### config.mk
export PLATFORM = sky130hd
export DESIGN_NAME = seg_scan_ctrl
export DESIGN_NICKNAME = d
export VERILOG_FILES = /design/src/rtl/seg_scan_ctrl.sv
export SDC_FILE = /design/constraint.sdc
export NUM_CORES = 1
export LEC_CHECK = 0
export ABC_CLOCK_PERIOD_IN_PS = 6200
export CAP_MARGIN = 0
export CORE_AREA = 4 4 88 90
export DETAILED_ROUTE_END_ITERATION = 10
export DIE_AREA = 0 0 92 94
export GPL_ROUTABILITY_DRIVEN = 0
export HOLD_SLACK_MARGIN = 0.05
export PLACE_DENSITY_LB_ADDON = 0.1
export SETUP_SLACK_MARGIN = 0.1
export SYNTH_ARGS = -nofsm -noshare
export SYNTH_HDL_FRONTEND = slang
export SYNTH_SLANG_ARGS = --single-unit
export TNS_END_PERCENT = 20
### constraint.sdc
create_clock -name FPGA_CLK -period 6.2 [get_ports FPGA_CLK]
set_clock_uncertainty 0.2 [all_clocks]
set_input_delay 0.93 -clock FPGA_CLK [delete_from_list [all_inputs] [get_ports FPGA_CLK]]
set_output_delay 0.93 -clock FPGA_CLK [all_outputs]
set_load 0.01 [all_outputs]
### src/rtl/seg_scan_ctrl.sv
// Four-digit seven-segment scan scheduler: double-buffered frame, dwell/gap timing, PWM dimming, masks.
// Optional blink feature enabled by defining SEG_BLINK_EN (adds blink_mask port and BLINK_FRAMES).
module seg_scan_ctrl #(
    parameter int unsigned DWELL_CYC    = 50000,
    parameter int unsigned GAP_CYC      = 500
`ifdef SEG_BLINK_EN
    ,parameter int unsigned BLINK_FRAMES = 250
`endif
) (
    input  logic        FPGA_CLK,
    input  logic        RESET_BUT,
    input  logic        wr_valid,
    output logic        wr_ready,
    input  logic [15:0] wr_data,
    input  logic [3:0]  wr_dp,
    input  logic [3:0]  wr_blank,
    input  logic [3:0]  brightness,
    input  logic        lz_blank_en,
    output logic [3:0]  data_seg,
    output logic [3:0]  en_seg,
    output logic        dt,
    output logic        frame_tick
`ifdef SEG_BLINK_EN
    ,input  logic [3:0] blink_mask
`endif
);

    localparam int unsigned SLICE_CYC = DWELL_CYC / 16;
    localparam int unsigned SW        = (SLICE_CYC > 1) ? $clog2(SLICE_CYC) : 1;
    localparam int unsigned GW        = (GAP_CYC > 1) ? $clog2(GAP_CYC) : 1;

    typedef enum logic {ST_GAP, ST_SCAN} state_t;

    state_t        r_state, w_state_nxt;
    logic [1:0]    r_digit;
    logic [3:0]    r_slice, r_duty;
    logic [SW-1:0] r_sub;
    logic [GW-1:0] r_gap;
    logic [15:0]   r_act_data, r_sh_data;
    logic [3:0]    r_act_dp, r_act_blank, r_sh_dp, r_sh_blank;
    logic          r_wr_ready, r_frame_tick, r_dt;
    logic [3:0]    r_en_seg, r_data_seg;

    logic          w_gap_done, w_slice_end, w_scan_done, w_commit, w_tick_nxt, w_xfer;
    logic          w_blink_off;
    logic [3:0]    w_lz, w_nibble, w_en_nxt, w_data_nxt;
    logic          w_dt_nxt;

    assign w_gap_done  = (r_state == ST_GAP) && (r_gap == GW'(GAP_CYC - 1));
    assign w_slice_end = (r_sub == SW'(SLICE_CYC - 1));
    assign w_scan_done = (r_state == ST_SCAN) && w_slice_end && (r_slice == 4'd15);
    assign w_commit    = w_scan_done && (r_digit == 2'd3);
    // frame_tick is registered, so it is raised one cycle ahead to coincide with the commit cycle
    assign w_tick_nxt  = (r_state == ST_SCAN) && (r_digit == 2'd3) && (r_slice == 4'd15)
                         && (r_sub == SW'(SLICE_CYC - 2));
    assign w_xfer      = wr_valid && r_wr_ready;

    assign w_lz[0]  = 1'b0;
    assign w_lz[1]  = lz_blank_en && (r_act_data[15:4]  == 12'd0);
    assign w_lz[2]  = lz_blank_en && (r_act_data[15:8]  == 8'd0);
    assign w_lz[3]  = lz_blank_en && (r_act_data[15:12] == 4'd0);
    assign w_nibble = r_act_data[{r_digit, 2'b00} +: 4];

`ifdef SEG_BLINK_EN
    localparam int unsigned BW = (2 * BLINK_FRAMES > 1) ? $clog2(2 * BLINK_FRAMES) : 1;
    logic [BW-1:0] r_blink_cnt;

    // Frame counter; upper half of the period darkens masked digits
    always_ff @(posedge FPGA_CLK or negedge RESET_BUT) begin
        if (!RESET_BUT) begin
            r_blink_cnt <= '0;
        end else if (w_commit) begin
            r_blink_cnt <= (r_blink_cnt == BW'(2 * BLINK_FRAMES - 1)) ? '0 : r_blink_cnt + BW'(1);
        end
    end

    assign w_blink_off = (r_blink_cnt >= BW'(BLINK_FRAMES)) && blink_mask[r_digit];
`else
    assign w_blink_off = 1'b0;
`endif

    always_ff @(posedge FPGA_CLK or negedge RESET_BUT) begin
        if (!RESET_BUT) r_state <= ST_GAP;
        else            r_state <= w_state_nxt;
    end

    always_comb begin
        w_state_nxt = r_state;
        case (r_state)
            ST_GAP:  if (w_gap_done)  w_state_nxt = ST_SCAN;
            ST_SCAN: if (w_scan_done) w_state_nxt = ST_GAP;
            default: w_state_nxt = ST_GAP;
        endcase
    end

    // Gap, slice and digit counters; duty is sampled once per slot
    always_ff @(posedge FPGA_CLK or negedge RESET_BUT) begin
        if (!RESET_BUT) begin
            r_gap   <= '0;
            r_sub   <= '0;
            r_slice <= 4'd0;
            r_duty  <= 4'd0;
            r_digit <= 2'd0;
        end else if (r_state == ST_GAP) begin
            r_gap <= w_gap_done ? '0 : r_gap + GW'(1);
            if (w_gap_done) begin
                r_duty  <= brightness;
                r_sub   <= '0;
                r_slice <= 4'd0;
            end
        end else begin
            if (w_slice_end) begin
                r_sub   <= '0;
                r_slice <= r_slice + 4'd1;
            end else begin
                r_sub <= r_sub + SW'(1);
            end
            if (w_scan_done) r_digit <= r_digit + 2'd1;
        end
    end

    // Shadow/active frame buffers; commit and transfer are exclusive on wr_ready
    always_ff @(posedge FPGA_CLK or negedge RESET_BUT) begin
        if (!RESET_BUT) begin
            r_act_data   <= 16'd0;
            r_act_dp     <= 4'd0;
            r_act_blank  <= 4'd0;
            r_sh_data    <= 16'd0;
            r_sh_dp      <= 4'd0;
            r_sh_blank   <= 4'd0;
            r_wr_ready   <= 1'b1;
            r_frame_tick <= 1'b0;
        end else begin
            r_frame_tick <= w_tick_nxt;
            if (w_commit && !r_wr_ready) begin
                r_act_data  <= r_sh_data;
                r_act_dp    <= r_sh_dp;
                r_act_blank <= r_sh_blank;
                r_wr_ready  <= 1'b1;
            end
            if (w_xfer) begin
                r_sh_data  <= wr_data;
                r_sh_dp    <= wr_dp;
                r_sh_blank <= wr_blank;
                r_wr_ready <= 1'b0;
            end
        end
    end

    always_comb begin
        w_en_nxt   = 4'b1111;
        w_dt_nxt   = 1'b1;
        w_data_nxt = r_data_seg;
        if (r_state == ST_SCAN) begin
            w_data_nxt = w_nibble;
            if ((r_slice <= r_duty) && !r_act_blank[r_digit] && !w_lz[r_digit] && !w_blink_off) begin
                w_en_nxt = ~(4'b0001 << r_digit);
                w_dt_nxt = ~r_act_dp[r_digit];
            end
        end
    end

    always_ff @(posedge FPGA_CLK or negedge RESET_BUT) begin
        if (!RESET_BUT) begin
            r_en_seg   <= 4'b1111;
            r_dt       <= 1'b1;
            r_data_seg <= 4'd0;
        end else begin
            r_en_seg   <= w_en_nxt;
            r_dt       <= w_dt_nxt;
            r_data_seg <= w_data_nxt;
        end
    end

    assign en_seg     = r_en_seg;
    assign dt         = r_dt;
    assign data_seg   = r_data_seg;
    assign frame_tick = r_frame_tick;
    assign wr_ready   = r_wr_ready;

endmodule

---- Yosys cells after proc, flatten, opt, wreduce, memory -nomap -nowiden ----
Index checks and enable logic that the tools add are counted.
storage, ports and cells
  flip-flop bits (word level) ............. 91
  input port bits ......................... 32
  output and inout port bits .............. 11
  word-level logic and storage cells ...... 81
operators by class
  add/sub/neg operators ................... 4
  magnitude comparators ................... 2
  equal/unequal tests ..................... 6
  shift-type cells ........................ 2
  mux-type cells .......................... 22
  bitwise gates (word level) .............. 3
  reductions and logical operators ........ 25
operators by type and width
  operator               number
  $mux 12                3
  $eq 12x12->1 const B   2
  $mux 4                 5
  $shiftx 16x5->4        1
  $logic_and 1x1->1      14
  $add 12x1->12 const B  1
  $logic_not 12->1       1
  $add 9x1->9 const B    1
  $eq 9x9->1 const B     1
  $mux 1                 9
  $mux 9                 1
  $logic_not 8->1        1
  $bmux 1 s2             3
  $reduce_and 2->1       3
  $add 4x1->4 const B    1
  $eq 4x4->1 const B     1
  $le 4x4->1             1
  $logic_not 4->1        1
  $not 4->4              1
  $reduce_bool 2->1      2
  $shl 1x2->4 const A    1
  $logic_not 1->1        3
  $lt 2x3->1 const B     1
  $add 2x1->2 const B    1
  4 further kinds        5

---- Longest topological paths before layout ----
Gate-level depths: netlist (run 1).
  depth in word-level cells ............... 8
  depth in mapped cells ................... 8
  depth with buffers taken out ............ 7

---- Worst setup path before layout (run 1) ----
Ideal clock, no wire load.
  path kind ............................... in2reg
  from .................................... input wr_valid
  to ...................................... register r_sh_data[10]
  setup time .............................. 0.125 ns
  data arrival time ....................... 1.794 ns
  required time ........................... 5.875 ns
  slack ................................... 4.082 ns
  stages .................................. 3
  path buffers ............................ 1
  cell sequence ........................... nand2_1 clkbuf_1 mux2_2
on the way
  word-level cells in the longest chain between the ends .. 1
ends and longest elaborated chain
  item                  RTL line  text
  from (decl)           12        input logic wr_valid,
  $logic_and 1x1->1     56        assign w_xfer = wr_valid && r_wr_ready;
  to (signal assigned)  142       r_sh_data <= wr_data;
  to (decl)             39        logic [15:0] r_act_data, r_sh_data;
No other way between the ends.
A chain may end at the register's enable or synchronous reset.

---- Worst setup path after layout (run 1) ----
  from .................................... register r_gap[4]
  to ...................................... register r_slice[2]
on the way
  word-level cells in the longest chain between the ends .. 4
ends and longest elaborated chain
  item                         RTL line  text
  from (decl)                  38        logic [GW-1:0] r_gap;
  from (signal assigned)       105       r_gap <= w_gap_done ? '0 : r_gap + GW'(1);
  $eq 9x9->1                   49        assign w_gap_done = (r_state == ST_GAP) && (r_gap == GW'(GAP_CYC - 1));
  $logic_and 1x1->1            49
  $reduce_bool 2->1 (no line)  --
  $reduce_and 2->1 (no line)   --
  to (signal assigned)         114       r_slice <= r_slice + 4'd1;
  to (decl)                    36        logic [3:0] r_slice, r_duty;
No other way between the ends.

==> results of run 1 <==
==> stage by stage <==
stage               hold slack [ns]  instance area [um2]  worst slack [ns]  power [mW]
floorplan                     0.260                 4200              4.08       0.646
global placement              0.286                 4690              3.38       0.680
detailed placement            0.289                 4690              3.33       0.682
CTS                           0.274                 4910              3.56        1.13
global route                  0.289                 4910              3.30        1.16
finish                        0.271                 4910              3.59        1.12
==> cells in the final DEF, fill, tap and decap left out, types with 3 or more instances in the layout <==
cell type        count
nand4b_1             3
dfstp_2              6
nor2_1              15
nand4_1              5
nor3_1               3
a31oi_1              4
mux4_2               5
xor2_1               3
nand2_1             19
a22o_1               3
inv_1               13
ha_1                12
nor2b_1              4
or3_1                3
clkbuf_8            10
nand3_1             14
a21oi_1              9
o31ai_1              5
nor4_1               3
o21ai_0             24
clkdlybuf4s50_1     41
mux2_2              37
mux2_4              19
dfrtp_1             85
==> critical path, delay by kind of cell, from the launching register on <==
kind,cells,cell delay [ns]
and+or+nand+nor,4,1.49
DFF,1,0.42
AOI/OAI and AO/OA,1,0.39
==> power groups by stage <==
stage | registers [mW] | logic (mW) | clock network, mW
after floorplan | 0.629 | 0.0166 | 0
after global placement | 0.632 | 0.0479 | 0
after detailed placement | 0.633 | 0.0497 | 0
after CTS | 0.621 | 0.0499 | 0.457
after global routing | 0.624 | 0.0542 | 0.484
final | 0.621 | 0.0480 | 0.451
==> layer usage <==
layer / wire length (um) / track usage (%) / up-vias / share of wire, %
li1: - / - / 1267 / -
met1: 3290 / 23.3 / 1347 / 44
met2: 3720 / 32.4 / 50 / 50
met3: 253 / 3.37 / 11 / 3.4
met4: 134 / 9.28 / 0 / 1.8
met5: 0 / 0 / - / 0
==> worst min-delay path by stage <==
stage,startpoint,endpoint,slack (ns)
3_3_place_gp,r_sh_data[13],r_act_data[13],0.29
5_1_grt,RESET_BUT,r_gap[6],0.29
4_1_cts,RESET_BUT,r_gap[5],0.27
6_report,RESET_BUT,r_gap[5],0.27
3_5_place_dp,r_sh_blank[2],r_act_blank[2],0.29
2_1_floorplan,r_sub[9],r_sub[9],0.26
==> state kept, by name, indices dropped and copies added, names as in the netlist, 9 cells and up <==
name        flops
r_act_data     16
r_sub          12
r_sh_data      16
r_gap           9
==> cells by family (layout without fill, tap and decap cells) <==
kind of cell / Yosys count / count (layout) / share of synthesized area, %
xor+xnor: 5 / 5 / 1.04
simple gates: 83 / 83 / 11.4
mux: 62 / 62 / 19.7
flops: 91 / 91 / 54.5
buf+inv: 24 / 72 / 2.53
compound gates: 49 / 49 / 7.34
fa+ha+maj: 12 / 12 / 3.58
==> layout make-up <==
cell class                      count  area (um2)  area share, %
Multi-Input combinational cell    211        1800           36.7
Sequential cell                    91        2280           46.5
Clock inverter                      6        87.6           1.78
Tap cell                           99         124           2.52
Clock buffer                       10         138           2.80
Timing Repair Buffer               43         425           8.66
Inverter                           13        48.8          0.993
==> flow_summary.ini, run 1 <==
[floorplan]
initial_utilization_pct = 59.4
die_h_um = 94
rows = 31
ios = 43
die_w_um = 92
dieArea_um2 = 8650
core_area_um2 = 7060

[worst_setup_path]
cp_max_fo = 13
path_cells = nand4_1 > nor4_1 > nor2b_1 > nor2_1 > a221o_1
crit_path_end_kind = flip-flop
timing.rr.start = r_gap[4]
reg2reg_depth = 5
worstPathRequired_ns = 6.24
cpPeakStageDelay_ns = 0.72
worstPathArrival_ns = 2.66
cp-endpoint = r_slice[2]
critPathLaunchType = flip-flop
crit_path_top_delay_cell = nor2b_1
timing.rr.end = r_slice[2]
critical_path.startpoint = r_gap[4]
crit_type = reg2reg
rrSetupSlack_ns = 3.59

[yosys]
ys_ff_latch = 91
synth_area_um2 = 4200
yosys-top-cells-count = dfrtp_1, mux2_2, o21ai_0
synth_ff_type = dfrtp_1
synth_seq_area_share_pct = 54.5
yosys.area.top_type_share_pct = 50.7
synth_area_leader_cell = dfrtp_1
synth_cell_type_count = 44
synth_edf_count = 0
yosysMostFrequentCell = dfrtp_1
ys_warn_count = 0
synth_fp_nets = 370
syn_area_per_cell_um2 = 12.9
synth_area_leaders = dfrtp_1, mux2_2, mux2_4, dfstp_2, ha_1
synthArstFlopShare_pct = 100
synthCells = 326

[cells_and_area]
fin_cells = 473
nNetsFinal = 413
area_growth_pct = 17.1
drive_gt1_share_pct = 24.6
final_util_pct = 69.6
fill_cells = 528
antenna_cells = 0

[pwr]
p_switching_mw = 0.239
leakagePower_nw = 2.23
p_per_area_nw_per_um2 = 228
intPower_mw = 0.881
ir_drop_mv = 0.169
power.share.clock_pct = 40.3
swShare_pct = 21.3
power_frac_seq_pct = 55.4
power_frac_comb_pct = 4.3

[drt]
dr_total_vias = 2675
drtAntennaViolNets = 0
route.detailed.drc = 0
drtIter0Drc = 109
vias_per_cell = 5.66
wl_per_cell_um = 15.6
wirelength_mm = 7.40
detail_route.first_pass.iterations = 4

[cts]
cts_max_level = 3
clk_pin_slew_worst_paths_ns = 0.09
clock_latency_ns = 0.36
cts_tree = done
holdBufCountCts = 0
cts_sinks = 91
cts_resized = 0
cts_setup_buffers = 0
clock_path_buffers = 2
cts_root_buffer = clkbuf_8
cts_buffers = 9

[min_path]
hold_class = in2async

[timing]
fmax_mhz = 383
finalMaxSlewViolations = 0
setup_viol = 0
fin_tns_setup_ns = 0
finalHoldViolCount = 0
fin_crit_sh_pct = 42.1
worstMarginPinSlew_ns = 0.997
rsz0062_at_grt = false
fin_crit_ns = 2.61
relSlewSlack_pct = 33.4

[global_route]
grt_max_degree = 64
grt_pass1_vias = 2773
antenna_found_initial = 0
grt.total_usage_pct = 18.9
grt_pass1_wl_mm = 12.8
grt_overflow = 0

[placed_design]
place_inst = 457
hpwl_mm = 5.12
portBuffers = 42

[outcome]
status = finished clean

[job]
maxCapViolations = 0
Note: power is estimated with default switching activity, not from simulation.
==> run 2, diff against run 1 <==
--- a/config.mk
+++ b/config.mk
@@ -5,11 +5,11 @@
 export SDC_FILE = /design/constraint.sdc
 export NUM_CORES = 1
 export LEC_CHECK = 0
-export ABC_CLOCK_PERIOD_IN_PS = 6200
+export ABC_CLOCK_PERIOD_IN_PS = 2300
 export CAP_MARGIN = 0
-export CORE_AREA = 4 4 88 90
+export CORE_AREA = 4 4 96 98
 export DETAILED_ROUTE_END_ITERATION = 10
-export DIE_AREA = 0 0 92 94
+export DIE_AREA = 0 0 100 102
 export GPL_ROUTABILITY_DRIVEN = 0
 export HOLD_SLACK_MARGIN = 0.05
 export PLACE_DENSITY_LB_ADDON = 0.1
==> constraint.sdc (replaced) <==
create_clock -name FPGA_CLK -period 2.3 [get_ports FPGA_CLK]
set_clock_uncertainty 0.2 [all_clocks]
set_input_delay 0.345 -clock FPGA_CLK [delete_from_list [all_inputs] [get_ports FPGA_CLK]]
set_output_delay 0.345 -clock FPGA_CLK [all_outputs]
set_load 0.01 [all_outputs]
==> run 2 against run 1 <==
Worst hold slack got worse by 0.041 ns. Via count rose by 2.8%. Power rose to 2.6 times the previous value. First-iteration DRC count rose by 11%. Critical endpoint is now r_act_blank[2]. Sequential share of layout area fell by 1.7 points. Fmax rose by 18%. Combinational power rose to 2.8 times the previous value. Flip-flop and latch count did not move. Sequential power rose to 2.7 times the previous value. Critical path depth rose by 1. Utilization fell by 9.4 points.
==> flow_summary.ini, run 2 (same netlist as run 1, synthesis figures left out) <==
[cts]
cts_buffers = 9
clock_path_buffers = 2
clk_pin_slew_worst_paths_ns = 0.09
cts_max_level = 3
clock_latency_ns = 0.35
cts_sinks = 91
cts_root_buffer = clkbuf_8
cts_tree = done

[worst_setup_path]
crit_buf_inv = 2
critPathLaunchType = flip-flop
timing.rr.start = r_sub[9]
cpPeakStageDelay_ns = 0.42
reg2reg_depth = 6
crit_path_top_delay_cell = or3_4
critical-path-top-delay-family = simple AND/OR/NAND/NOR gates
timing.rr.end = r_act_blank[2]
worstPathArrival_ns = 2.26
rrSetupSlack_ns = 0.08
cp_max_fo = 25
crit_type = reg2reg
crit_path_end_kind = flip-flop
path_cells = or3_4 > nor4_4 > buf_4 > nand4_4 > buf_12 > mux2_4
worstPathRequired_ns = 2.34

[cells_and_area]
final_util_pct = 60.2
reg_top3 = r_act_data: 16 flops, r_sh_data: 16 flops, r_sub: 12 flops
area_growth_pct = 21.4
final_cell_mix = dfrtp_1, clkdlybuf4s50_1, mux2_2, o21ai_0
antenna_cells = 0
multi_input_area_um2 = 1810
seqCellArea_um2 = 2280
fill_cells = 690
nNetsFinal = 434
layout_commonest_cell = dfrtp_1
drive_gt1_share_pct = 28.9

[pwr]
ir_drop_mv = 0.368
p_total_mw = 2.90
leakagePower_nw = 2.33
p_per_area_nw_per_um2 = 569

[timing]
worstMarginPinSlew_ns = 0.405
fmax_mhz = 450
setup_viol = 0
fin_crit_sh_pct = 96.6
finalMaxSlewViolations = 0
fin_crit_ns = 2.22
finalHoldViolCount = 0
fin_ws_ns = 0.0772
relSlewSlack_pct = 72.9
rsz0062_at_grt = true

[global_route]
grt_max_degree = 47
grt_pass1_vias = 2717
antenna_found_initial = 0
grt_overflow = 0
grt_pass1_wl_mm = 13.0
grt.total_usage_pct = 16.3

[drt]
wl_per_cell_um = 15.6
dr_total_vias = 2749
wirelength_mm = 7.83
drtAntennaViolNets = 0
detail_route.first_pass.iterations = 4
route.detailed.drc = 0
vias_per_cell = 5.47
drtIter0Drc = 121

[min_path]
hold_class = in2async

[floorplan]
die_w_um = 100
initial_utilization_pct = 49.6
die_h_um = 102
rows = 34
dieArea_um2 = 10200
ios = 43
core_area_um2 = 8470

[placed_design]
hpwl_mm = 5.47
pre_cts_slack_ns = 0.127
portBuffers = 42

[outcome]
status = finished clean

[job]
maxCapViolations = 0
## run 2: worst max-delay path by stage
| stage | from | endpoint | depth (start not counted) |
|---|---|---|---|
| 2_1_floorplan | r_sub[9] | r_act_blank[2] | 5 |
| 3_3_place_gp | r_sub[9] | r_slice[2] | 5 |
| 3_5_place_dp | r_sub[9] | r_slice[2] | 5 |
| 4_1_cts | r_sub[9] | r_slice[2] | 5 |
| 5_1_grt | r_sub[9] | r_act_data[10] | 6 |
| 6_report | r_sub[9] | r_act_blank[2] | 6 |
## run 2: per-layer routing
layer / share of wire, % / vias to the layer above / GRT usage [%]
met2: 50 / 51 / 27.5
met3: 3.1 / 11 / 3.14
met4: 1.8 / 0 / 6.53
met1: 45 / 1382 / 20.9
met5: 0 / - / 0
li1: - / 1305 / -
## run 2: final cells by class
type / count / share of cell area (%)
clock buffers: 9 / 2.43
clock inverters: 7 / 1.47
inverters: 13 / 0.958
multi-input cells: 211 / 35.6
flip-flops and latches: 91 / 44.9
well taps: 108 / 2.65
repair buffers: 64 / 12.0
## run 2: report_power, final
group | total (mW) | internal [mW] | switching, mW
logic | 0.136 | 0.0873 | 0.0487
registers | 1.67 | 1.65 | 0.0260
clock network | 1.09 | 0.508 | 0.579
total | 2.90 | 2.24 | 0.654
## run 2: what timing repair did
item	in CTS	in global routing
endpoints found under the hold margin	34	0
hold buffers	1	0
resized for setup	0	5
buffers inserted	0	8
endpoints found under the setup margin	0	36
## run 2: through the flow
stage	area, um2	hold slack, ns	instances	TNS [ns]
after CTS	5010	0.222	494	0
after global placement	4810	0.0816	477	0
final	5090	0.230	503	0
after detailed placement	4810	0.0796	477	0
after global routing	5090	0.245	503	-0.00729
after floorplan	4200	-0.151	326	0
